## src/rtl/pll_rst_pkg.sv

```systemverilog
// ----------------------------------------------------------------------------
// pll_rst_pkg
// Shared definitions for the PLL lock / reset controller:
//   - 3-bit state encodings exposed on the controller's state output
//   - typed FSM state enum built on those encodings
//   - default values for the controller parameters
//   - small saturating-increment helper for the status counters
// ----------------------------------------------------------------------------
package pll_rst_pkg;

    // State encodings; these values are visible on the state output port.
    localparam logic [2:0] ST_PLL_RST   = 3'd0;
    localparam logic [2:0] ST_WAIT_LOCK = 3'd1;
    localparam logic [2:0] ST_STABLE    = 3'd2;
    localparam logic [2:0] ST_RUN       = 3'd3;
    localparam logic [2:0] ST_FAIL      = 3'd4;

    typedef enum logic [2:0] {
        StPllRst   = ST_PLL_RST,
        StWaitLock = ST_WAIT_LOCK,
        StStable   = ST_STABLE,
        StRun      = ST_RUN,
        StFail     = ST_FAIL
    } pll_state_e;

    // Parameter defaults (50 MHz board clock).
    localparam int unsigned PLL_RST_CYCLES_DEF = 16;
    localparam int unsigned LOCK_TIMEOUT_DEF   = 100000;  // 2 ms
    localparam int unsigned STABLE_CYCLES_DEF  = 1024;
    localparam int unsigned RETRY_MAX_DEF      = 7;
    localparam int unsigned CNT_W_DEF          = 8;

    // retry_cnt is fixed at 4 bits, so it saturates at 15.
    localparam logic [3:0] RETRY_CNT_MAX = 4'hF;

    // Saturating +1 for the 4-bit retry counter.
    function automatic logic [3:0] retry_sat_inc(input logic [3:0] val);
        return (val == RETRY_CNT_MAX) ? val : val + 4'd1;
    endfunction

endpackage

```

## src/rtl/sync_2ff.sv

```systemverilog
// ----------------------------------------------------------------------------
// sync_2ff
// Two-flop synchroniser for a single asynchronous bit. Both flops reset to 0.
// Output follows the input with two destination-clock edges of latency.
// Ports:
//   clk    in  destination clock
//   rst_n  in  asynchronous active-low reset
//   d      in  asynchronous input bit
//   q      out synchronised bit
// ----------------------------------------------------------------------------
module sync_2ff (
    input  logic clk,
    input  logic rst_n,
    input  logic d,
    output logic q
);

    logic meta_q;

    always_ff @(posedge clk or negedge rst_n) begin
        if (!rst_n) begin
            meta_q <= 1'b0;
            q      <= 1'b0;
        end else begin
            meta_q <= d;
            q      <= meta_q;
        end
    end

endmodule

```

## src/rtl/pll_lock_rst_ctrl.sv

```systemverilog
// ----------------------------------------------------------------------------
// pll_lock_rst_ctrl
// Consumer end of the PLL lock interface. Pulses the PLL reset pin, waits for
// a synchronised lock indication to stay high for STABLE_CYCLES samples, then
// releases the downstream reset. Lock loss or lock timeout re-resets the PLL;
// after RETRY_MAX failed attempts the block parks in FAIL until retry_req.
// Runs on the free-running board clock, never on a PLL output.
// Ports:
//   sys_clk    in   free-running board clock
//   sys_rst_n  in   asynchronous active-low reset
//   pll_lock   in   PLL lock, asynchronous to sys_clk
//   retry_req  in   1-cycle pulse, restarts from FAIL (ignored elsewhere)
//   pll_rst    out  PLL reset, active-high
//   rst_out_n  out  downstream reset, active-low
//   locked     out  high only in RUN
//   fail       out  high only in FAIL
//   retry_cnt  out  failed attempts since last RUN or retry_req (sat. 15)
//   loss_cnt   out  lock losses seen in RUN, saturating
//   state      out  current FSM state encoding
// ----------------------------------------------------------------------------
module pll_lock_rst_ctrl
    import pll_rst_pkg::*;
#(
    parameter int unsigned PLL_RST_CYCLES = PLL_RST_CYCLES_DEF,
    parameter int unsigned LOCK_TIMEOUT   = LOCK_TIMEOUT_DEF,
    parameter int unsigned STABLE_CYCLES  = STABLE_CYCLES_DEF,
    parameter int unsigned RETRY_MAX      = RETRY_MAX_DEF,
    parameter int unsigned CNT_W          = CNT_W_DEF
) (
    input  logic             sys_clk,
    input  logic             sys_rst_n,
    input  logic             pll_lock,
    input  logic             retry_req,
    output logic             pll_rst,
    output logic             rst_out_n,
    output logic             locked,
    output logic             fail,
    output logic [3:0]       retry_cnt,
    output logic [CNT_W-1:0] loss_cnt,
    output logic [2:0]       state
);

    // One spare bit on each timer so the +1 value never wraps before compare.
    localparam int unsigned RST_W  = $clog2(PLL_RST_CYCLES) + 1;
    localparam int unsigned TO_W   = $clog2(LOCK_TIMEOUT) + 1;
    localparam int unsigned STAB_W = $clog2(STABLE_CYCLES) + 1;

    pll_state_e        st_q;
    logic              pll_rst_q;
    logic              rst_out_n_q;
    logic              locked_q;
    logic              fail_q;
    logic [3:0]        retry_cnt_q;
    logic [CNT_W-1:0]  loss_cnt_q;
    logic [RST_W-1:0]  rst_cnt_q;
    logic [TO_W-1:0]   to_cnt_q;
    logic [STAB_W-1:0] stab_cnt_q;

    logic              lock_s;

    logic              rst_done;
    logic [TO_W-1:0]   to_inc;
    logic              timeout;
    logic [STAB_W-1:0] stab_inc;
    logic              stab_done;
    logic [3:0]        retry_inc;
    logic              give_up;
    logic [CNT_W-1:0]  loss_inc;

    // ------------------------------------------------------------------
    // Lock synchroniser; the FSM only ever looks at lock_s.
    // ------------------------------------------------------------------
    sync_2ff u_lock_sync (
        .clk   (sys_clk),
        .rst_n (sys_rst_n),
        .d     (pll_lock),
        .q     (lock_s)
    );

    // ------------------------------------------------------------------
    // Timer / counter decode
    // ------------------------------------------------------------------
    always_comb begin
        rst_done  = (rst_cnt_q == RST_W'(PLL_RST_CYCLES - 1));
        to_inc    = to_cnt_q + TO_W'(1);
        // ">=" so a lock-won timeout cycle still times out on the next STABLE cycle.
        timeout   = (to_inc >= TO_W'(LOCK_TIMEOUT));
        stab_inc  = stab_cnt_q + STAB_W'(1);
        stab_done = (stab_inc >= STAB_W'(STABLE_CYCLES));
        retry_inc = retry_sat_inc(retry_cnt_q);
        give_up   = (RETRY_MAX != 0) && (retry_inc == 4'(RETRY_MAX));
        loss_inc  = (&loss_cnt_q) ? loss_cnt_q : loss_cnt_q + CNT_W'(1);
    end

    // ------------------------------------------------------------------
    // FSM with registered outputs; every output changes on the edge that
    // enters the new state.
    // ------------------------------------------------------------------
    always_ff @(posedge sys_clk or negedge sys_rst_n) begin
        if (!sys_rst_n) begin
            st_q        <= StPllRst;
            pll_rst_q   <= 1'b1;
            rst_out_n_q <= 1'b0;
            locked_q    <= 1'b0;
            fail_q      <= 1'b0;
            retry_cnt_q <= 4'd0;
            loss_cnt_q  <= '0;
            rst_cnt_q   <= '0;
            to_cnt_q    <= '0;
            stab_cnt_q  <= '0;
        end else begin
            unique case (st_q)
                StPllRst: begin
                    if (rst_done) begin
                        st_q      <= StWaitLock;
                        pll_rst_q <= 1'b0;
                        rst_cnt_q <= '0;
                        to_cnt_q  <= '0;
                    end else begin
                        rst_cnt_q <= rst_cnt_q + RST_W'(1);
                    end
                end

                StWaitLock: begin
                    to_cnt_q <= to_inc;
                    // The lock sample that leaves WAIT_LOCK counts as the first stable one.
                    if (lock_s) begin
                        st_q       <= StStable;
                        stab_cnt_q <= STAB_W'(1);
                    end else if (timeout) begin
                        retry_cnt_q <= retry_inc;
                        if (give_up) begin
                            st_q      <= StFail;
                            pll_rst_q <= 1'b0;
                            fail_q    <= 1'b1;
                        end else begin
                            st_q      <= StPllRst;
                            pll_rst_q <= 1'b1;
                            rst_cnt_q <= '0;
                        end
                    end
                end

                StStable: begin
                    to_cnt_q <= to_inc;
                    if (lock_s && stab_done) begin
                        st_q        <= StRun;
                        rst_out_n_q <= 1'b1;
                        locked_q    <= 1'b1;
                        retry_cnt_q <= 4'd0;
                        stab_cnt_q  <= '0;
                    end else if (timeout) begin
                        stab_cnt_q  <= '0;
                        retry_cnt_q <= retry_inc;
                        if (give_up) begin
                            st_q      <= StFail;
                            pll_rst_q <= 1'b0;
                            fail_q    <= 1'b1;
                        end else begin
                            st_q      <= StPllRst;
                            pll_rst_q <= 1'b1;
                            rst_cnt_q <= '0;
                        end
                    end else if (!lock_s) begin
                        // Glitch: restart the stable count, keep the timeout running.
                        st_q       <= StWaitLock;
                        stab_cnt_q <= '0;
                    end else begin
                        stab_cnt_q <= stab_inc;
                    end
                end

                StRun: begin
                    if (!lock_s) begin
                        st_q        <= StPllRst;
                        pll_rst_q   <= 1'b1;
                        rst_out_n_q <= 1'b0;
                        locked_q    <= 1'b0;
                        rst_cnt_q   <= '0;
                        loss_cnt_q  <= loss_inc;
                    end
                end

                StFail: begin
                    if (retry_req) begin
                        st_q        <= StPllRst;
                        pll_rst_q   <= 1'b1;
                        fail_q      <= 1'b0;
                        retry_cnt_q <= 4'd0;
                        rst_cnt_q   <= '0;
                    end
                end

                default: begin
                    // Unreachable encodings recover through a fresh PLL reset.
                    st_q        <= StPllRst;
                    pll_rst_q   <= 1'b1;
                    rst_out_n_q <= 1'b0;
                    locked_q    <= 1'b0;
                    fail_q      <= 1'b0;
                    rst_cnt_q   <= '0;
                    to_cnt_q    <= '0;
                    stab_cnt_q  <= '0;
                end
            endcase
        end
    end

    assign pll_rst   = pll_rst_q;
    assign rst_out_n = rst_out_n_q;
    assign locked    = locked_q;
    assign fail      = fail_q;
    assign retry_cnt = retry_cnt_q;
    assign loss_cnt  = loss_cnt_q;
    assign state     = st_q;

endmodule

```

## config.mk

```make
export PLATFORM = sky130hd
export DESIGN_NAME = pll_lock_rst_ctrl
export DESIGN_NICKNAME = d
export VERILOG_FILES = /design/src/rtl/pll_rst_pkg.sv /design/src/rtl/sync_2ff.sv /design/src/rtl/pll_lock_rst_ctrl.sv
export SDC_FILE = /design/constraint.sdc
export NUM_CORES = 1
export LEC_CHECK = 0
export CAP_MARGIN = 10
export CORE_ASPECT_RATIO = 0.6
export CORE_MARGIN = 8
export CORE_UTILIZATION = 55
export CTS_BUF_LIST = sky130_fd_sc_hd__clkbuf_4
export DETAILED_ROUTE_END_ITERATION = 16
export PLACE_DENSITY = 0.78
export SYNTH_ARGS = -nofsm -noshare
export SYNTH_HDL_FRONTEND = slang
export SYNTH_SLANG_ARGS = --single-unit
```

## constraint.sdc

```tcl
create_clock -name sys_clk -period 4.19 [get_ports sys_clk]
set_input_delay 0.838 -clock sys_clk [delete_from_list [all_inputs] [get_ports sys_clk]]
set_output_delay 0.838 -clock sys_clk [all_outputs]
set_load 0.01 [all_outputs]
```

==> out/metrics.yaml, run 1 <==
finish:
  area_growth_pct: 10.5
  fill_cells: 520
  fin_util: 0.613
  drive_gt1_frac: 0.0882
  final_cell_area_um2: 3660
  diodes: 0
  nets: 383
sta:
  tightestPinTransition_ns: 1.12
  setup_slack_ns: 1.15
  fin_skew_ns: 0.0132
  max_freq_ghz: 0.329
  final-hold-violation-count: 0
  setup_tns_ns: 0
  rsz0062_at_grt: "no"
  period_share: 0.726
  min_period_ns: 3.04
  relSlewSlack: 0.247
  final-max-slew-violation-count: 0
  setup_violations: 0
worst_setup_path:
  worst_setup_path_end_kind: "flip-flop"
  crit_type: "flip-flop to flip-flop"
  start_kind: "flip-flop"
  crit_path_cell_trace: "ha_1, nand2_1, nor4_4, mux2_1, o21a_2, a31oi_4, buf_4, o21ai_0, a22o_1"
  slowest_stage: "dfrtp_1"
  required_ns: 4.47
  max_stage_delay_ns: 0.49
  crit_fanout: 14
  cp.arrival_ns: 3.32
drt:
  firstDrtPassIters: 4
  drc: 0
  vias: 2862
  via_per_inst: 6.25
  antenna_left: 0
  drt_wl_total_mm: 7.32
  drt_iter0_markers: 337
  wl_per_cell_um: 16.0
global_route:
  global_route.usage.total: 0.172
  grt_pass1_wl_mm: 12.6
  grt_max_degree: 29
  grt_pass1_vias: 2555
  grt-ovfl-total: 0
  antenna_found_initial: 0
placed_design:
  port-buffer-count: 22
  placed_area_um2: 3560
  place_hpwl_mm: 5.29
  place_ws_ns: 1.23
  gp_congestion: 0.856
synthesis:
  syn_inst: 361
  netlist.area_leader.share: 0.400
  synth_nets: 371
  yosysSeqAreaShare: 0.408
  synthArstFlopShare: 1.00
  synth_warnings: 0
  synth.area.top_cells: "dfrtp_1 40%, o21ai_0 5.3%, nand2_1 3.5%, nand3_1 2.7%, o31ai_1 2.7%"
  ys_types: 71
  synth_top_area_cell: "dfrtp_1"
  syn-mean-instance-area_um2: 9.18
  syn_area_um2: 3310
  synth_ff_type: "dfrtp_1"
  synth_commonest_cells: "53 x dfrtp_1, 35 x o21ai_0, 31 x nand2_1, 23 x nor2_1, 18 x nand3_1"
  synth_most_common_cell: "dfrtp_1"
  ys_ff_latch: 54
  synth_enable_flop_cells: 0
pwr:
  swShare: 0.405
  power.leakage_uw: 0.00150
  p_comb_frac: 0.420
  seqPwrFrac: 0.391
  power_frac_clock: 0.189
  p_switching_uw: 755
  intPower_uw: 1110
  p_per_area_nw_per_um2: 509
  ir_drop_uv: 285
clock_network:
  cts_setup_buffers: 0
  clk_path_buf_depth: 2
  htreeDepth: 2
  clk-insertion-delay-late_ns: 0.37
  cts.sinks: 54
  path_clk_slew_ns: 0.16
  cts_tree: "built"
  root_buffer: "clkbuf_4"
  cts_resized: 0
  holdBufCountCts: 0
  cts_made_buffers: 5
outcome:
  outcome: "completed"
floorplan:
  start_util: 0.555
  core_area_um2: 5970
  die_area_um2: 8850
  ioPinCount: 23
  num_rows: 22
  die_y_um: 76.1
  die_w_um: 116
flow_run:
  maxCapViolCount: 0
min_path:
  holdCritPathClass: "flip-flop to flip-flop"
==> layer usage <==
metal / global-route usage / part of all wire
met5: 0 / 0
met1: 0.269 / 0.52
met3: 0.0380 / 0.059
met2: 0.230 / 0.42
met4: 0.0373 / 0.0049
==> power groups by stage <==
stage / Clock, uW / Sequential, uW / Combinational, uW
after floorplan: 0 / 705 / 555
after global placement: 0 / 734 / 760
after detailed placement: 0 / 737 / 775
after CTS: 364 / 728 / 779
after global routing: 383 / 746 / 869
final: 352 / 730 / 783
==> final timing paths <==
kind	from	slack (ns)	depth (start not counted)	end
max	to_cnt_q[0]	1.15	9	state[1]
min	u_lock_sync.meta_q	0.37	0	u_lock_sync.q
max reg2reg	to_cnt_q[0]	1.15	9	state[1]
min reg2reg	u_lock_sync.meta_q	0.37	0	u_lock_sync.q
max in group asynchronous	sys_rst_n	2.90	2	pll_rst
min in group asynchronous	sys_rst_n	0.45	1	loss_cnt[2]
==> registers in the layout, indices dropped and copies added, names as in the netlist <==
| name | cells |
|---|---|
| pll_rst | 1 |
| fail | 1 |
| loss_cnt | 8 |
| retry_cnt | 4 |
| u_lock_sync.meta_q | 1 |
| stab_cnt_q | 11 |
| state | 3 |
| rst_cnt_q | 5 |
| to_cnt_q | 18 |
| u_lock_sync.q | 1 |
| locked | 1 |
==> cell type report <==
| cell class | instances | area [um^2] | area share |
|---|---|---|---|
| Multi-Input combinational cell | 277 | 1820 | 0.497 |
| Clock buffer | 5 | 37.5 | 0.0102 |
| Sequential cell | 54 | 1350 | 0.369 |
| Clock inverter | 3 | 68.8 | 0.0188 |
| Timing Repair Buffer | 26 | 245 | 0.0670 |
| Tap cell | 84 | 105 | 0.0287 |
| Inverter | 9 | 33.8 | 0.00922 |
==> metrics by stage <==
step,cells,power (uW),hold WS [ns]
after floorplan,361,1260,0.331
after detailed placement,450,1510,0.337
after global placement,450,1490,0.338
after CTS,458,1870,0.373
after global routing,458,2000,0.386
final,458,1870,0.372
==> cell usage in the layout, fill, tap and decap left out, drive strengths merged, types with 6 or more instances in the layout <==
master / synthesis / routed
a211oi: 7 / 7
inv: 9 / 9
and3: 6 / 6
a31oi: 12 / 12
nor2: 24 / 24
a22o: 8 / 8
nand2: 31 / 31
nand4: 10 / 10
a21oi: 13 / 13
nand3: 20 / 20
dfrtp: 53 / 53
o31ai: 12 / 12
xnor2: 8 / 8
nor3: 8 / 8
clkdlybuf4s50: 0 / 21
ha: 6 / 6
o21ai: 36 / 36
==> worst max-delay path, delay by kind of cell, from the launching register on <==
| kind | cells | cell delay [ns] |
|---|---|---|
| and+or+nand+nor | 2 | 0.61 |
| muxes | 1 | 0.38 |
| DFF | 1 | 0.49 |
| AOI/OAI and AO/OA | 4 | 0.87 |
| buffers and inverters | 1 | 0.26 |
| adders and majority gates | 1 | 0.35 |
==> kinds of logic after synthesis <==
kind of cell	Yosys count	share of synthesized area
DFF	54	0.408
and+or+nand+nor	134	0.226
xor gates and xnor gates	12	0.0317
AOI/OAI and AO/OA	120	0.252
adders and majority gates	7	0.0257
buffers and inverters	30	0.0427
muxes	4	0.0132
Power figures use the tool's default switching activity.
==> inputs of run 2 (changes only) <==
PLACE_DENSITY = 0.81   (was 0.78)
clock period = 2.6 ns   (was 4.19 ns; I/O delays follow)
==> run 2 against run 1 <==
Against the previous run: largest power group unchanged; critical path type unchanged; sequential power up 55%; total power up 66%; clock power up 41%; maximum frequency up 19%; clock skew down 0.0076 ns.
==> out/metrics.yaml, run 2 (same netlist as run 1, synthesis figures left out) <==
clock_network:
  cts.sinks: 54  # unchanged
  cts_tree: "built"
  htreeDepth: 2  # unchanged
  root_buffer: "clkbuf_4"
  holdBufCountCts: 0  # unchanged
  cts_made_buffers: 5  # unchanged
  path_clk_slew_ns: 0.15  # about the same
  clk-insertion-delay-late_ns: 0.37  # about the same
  clk_path_buf_depth: 2  # unchanged
placed_design:
  place_inst: 478  # +6.2%
  place_hpwl_mm: 5.88  # +11%
  gp_congestion: 0.866  # +1.1%
  port-buffer-count: 22  # unchanged
worst_setup_path:
  reg2reg_depth: 8  # -1
  start_kind: "flip-flop"
  max_stage_delay_ns: 0.48  # about the same
  slowest_stage: "dfrtp_2"
  worst_setup_path_end_kind: "flip-flop"
  crit_path_cell_trace: "nand3_2, or3_1, o41ai_1, o21a_2, a31oi_4, buf_12, or3b_1, a211oi_2"
  cp.depth: 8  # -1
  r2r_start: "to_cnt_q[1]"
  required_ns: 2.90  # -1.57 ns
  r2r_end: "state[0]"
  crit_buf_inv: 1  # unchanged
  crit_fanout: 18  # +4
  crit_family: "compound AO/OA/AOI/OAI gates"
  cp.arrival_ns: 2.85  # -0.47 ns
  crit_type: "flip-flop to flip-flop"
  ff2ff_setup_slack_ns: 0.05  # -1.10 ns
sta:
  period_share: 0.981  # +0.255
  fin_skew_ns: 0.00562  # -0.00758 ns
  max_freq_ghz: 0.392  # +19%
  setup_violations: 0  # unchanged
  final-max-slew-violation-count: 0  # unchanged
  final-hold-violation-count: 0  # unchanged
  relSlewSlack: 0.546  # +0.299
  tightestPinTransition_ns: 0.681  # -0.441 ns
  min_period_ns: 2.55  # -0.492 ns
  rsz0062_at_grt: "no"
finish:
  final_cells: 489  # +6.8%
  mostFrequentLayoutCells: "47 x dfrtp_1, 35 x o21ai_0, 34 x buf_4"
  drive_gt1_frac: 0.185  # +0.0969
  layout_commonest_cell: "dfrtp_1"
  largest_reg_flops: 18  # unchanged
  fin_util: 0.657  # +0.0442
  nets: 414  # +8.1%
  diodes: 0  # unchanged
  largest-register: "to_cnt_q"
  area_growth_pct: 18.5
global_route:
  antenna_found_initial: 0  # unchanged
  grt-ovfl-total: 0  # unchanged
  grt_max_degree: 55  # +90%
  grt_pass1_vias: 2812  # +10%
  global_route.usage.total: 0.192  # +0.0197
  grt_pass1_wl_mm: 14.0  # +11%
drt:
  vias: 3076  # +7.5%
  via_per_inst: 6.29  # +0.66%
  wl_per_cell_um: 16.7  # +4.6%
  antenna_left: 0  # unchanged
  drt_iter0_markers: 377  # +12%
  drc: 0  # unchanged
  firstDrtPassIters: 6  # +2
  drt_wl_total_mm: 8.17  # +12%
pwr:
  power.leakage_uw: 0.00166  # +11%
  ir_drop_uv: 479  # +68%
  p_per_area_nw_per_um2: 789  # +55%
  finalPower_uw: 3100  # +66%
min_path:
  holdCritPathClass: "input port to asynchronous set/reset pin"
flow_run:
  maxCapViolCount: 0  # unchanged
floorplan:
  start_util: 0.555  # unchanged
  ioPinCount: 23  # unchanged
  die_w_um: 116  # unchanged
  die_y_um: 76.1  # unchanged
  die_area_um2: 8850  # unchanged
  core_area_um2: 5970  # unchanged
  num_rows: 22  # unchanged
outcome:
  outcome: "completed"
==> run 2: power breakdown <==
| part | internal [uW] | leakage (uW) | switching, uW | total, uW |
|---|---|---|---|---|
| clock | 225 | 0.0000463 | 270 | 495 |
| combinational | 624 | 0.000903 | 843 | 1470 |
| sequential | 979 | 0.000715 | 156 | 1130 |
| total | 1830 | 0.00166 | 1270 | 3100 |
==> run 2: how the worst max path moves through the flow <==
stage	from	to	slack [ns]
2_1_floorplan	to_cnt_q[0]	stab_cnt_q[6]	0.04
3_3_place_gp	to_cnt_q[1]	state[0]	0.1
3_5_place_dp	to_cnt_q[1]	retry_cnt[2]	-0.007
4_1_cts	to_cnt_q[3]	state[0]	0.008
5_1_grt	stab_cnt_q[0]	retry_cnt[1]	0.004
6_report	to_cnt_q[1]	state[0]	0.05
==> run 2: metal layers <==
layer	wire, um	track usage	vias up	share of wire
met3	654	0.0435	11	0.080
li1	-	-	1448	-
met5	0	0	-	0
met4	78	0.0450	0	0.0095
met1	4000	0.288	1489	0.49
met2	3430	0.268	128	0.42
==> run 2: layout make-up <==
type,count,area [um^2]
tap,84,105
multi-input combinational,277,1850
sequential,54,1360
timing repair buffer,57,490
fill,492,2050
inverter,9,33.8
clock inverter,1,30.0
clock buffer,7,52.6
==> run 2: through the flow <==
| stage | setup TNS (ns) | instance area (um^2) | setup slack (ns) | hold slack, ns |
|---|---|---|---|---|
| after floorplan | 0 | 3310 | 0.0423 | 0.224 |
| after global placement | 0 | 3780 | 0.0956 | 0.334 |
| after detailed placement | -0.00678 | 3780 | -0.00678 | 0.337 |
| after CTS | 0 | 3890 | 0.00775 | 0.266 |
| after global routing | 0 | 3930 | 0.00404 | 0.291 |
| final | 0 | 3930 | 0.0500 | 0.236 |
==> run 2: what timing repair did <==
item / in CTS / in global routing
setup buffers: 2 / 1
pin swaps: 1 / 2
gates cloned: 0 / 0
endpoints found under the setup margin: 8 / 6
resized for setup: 3 / 10
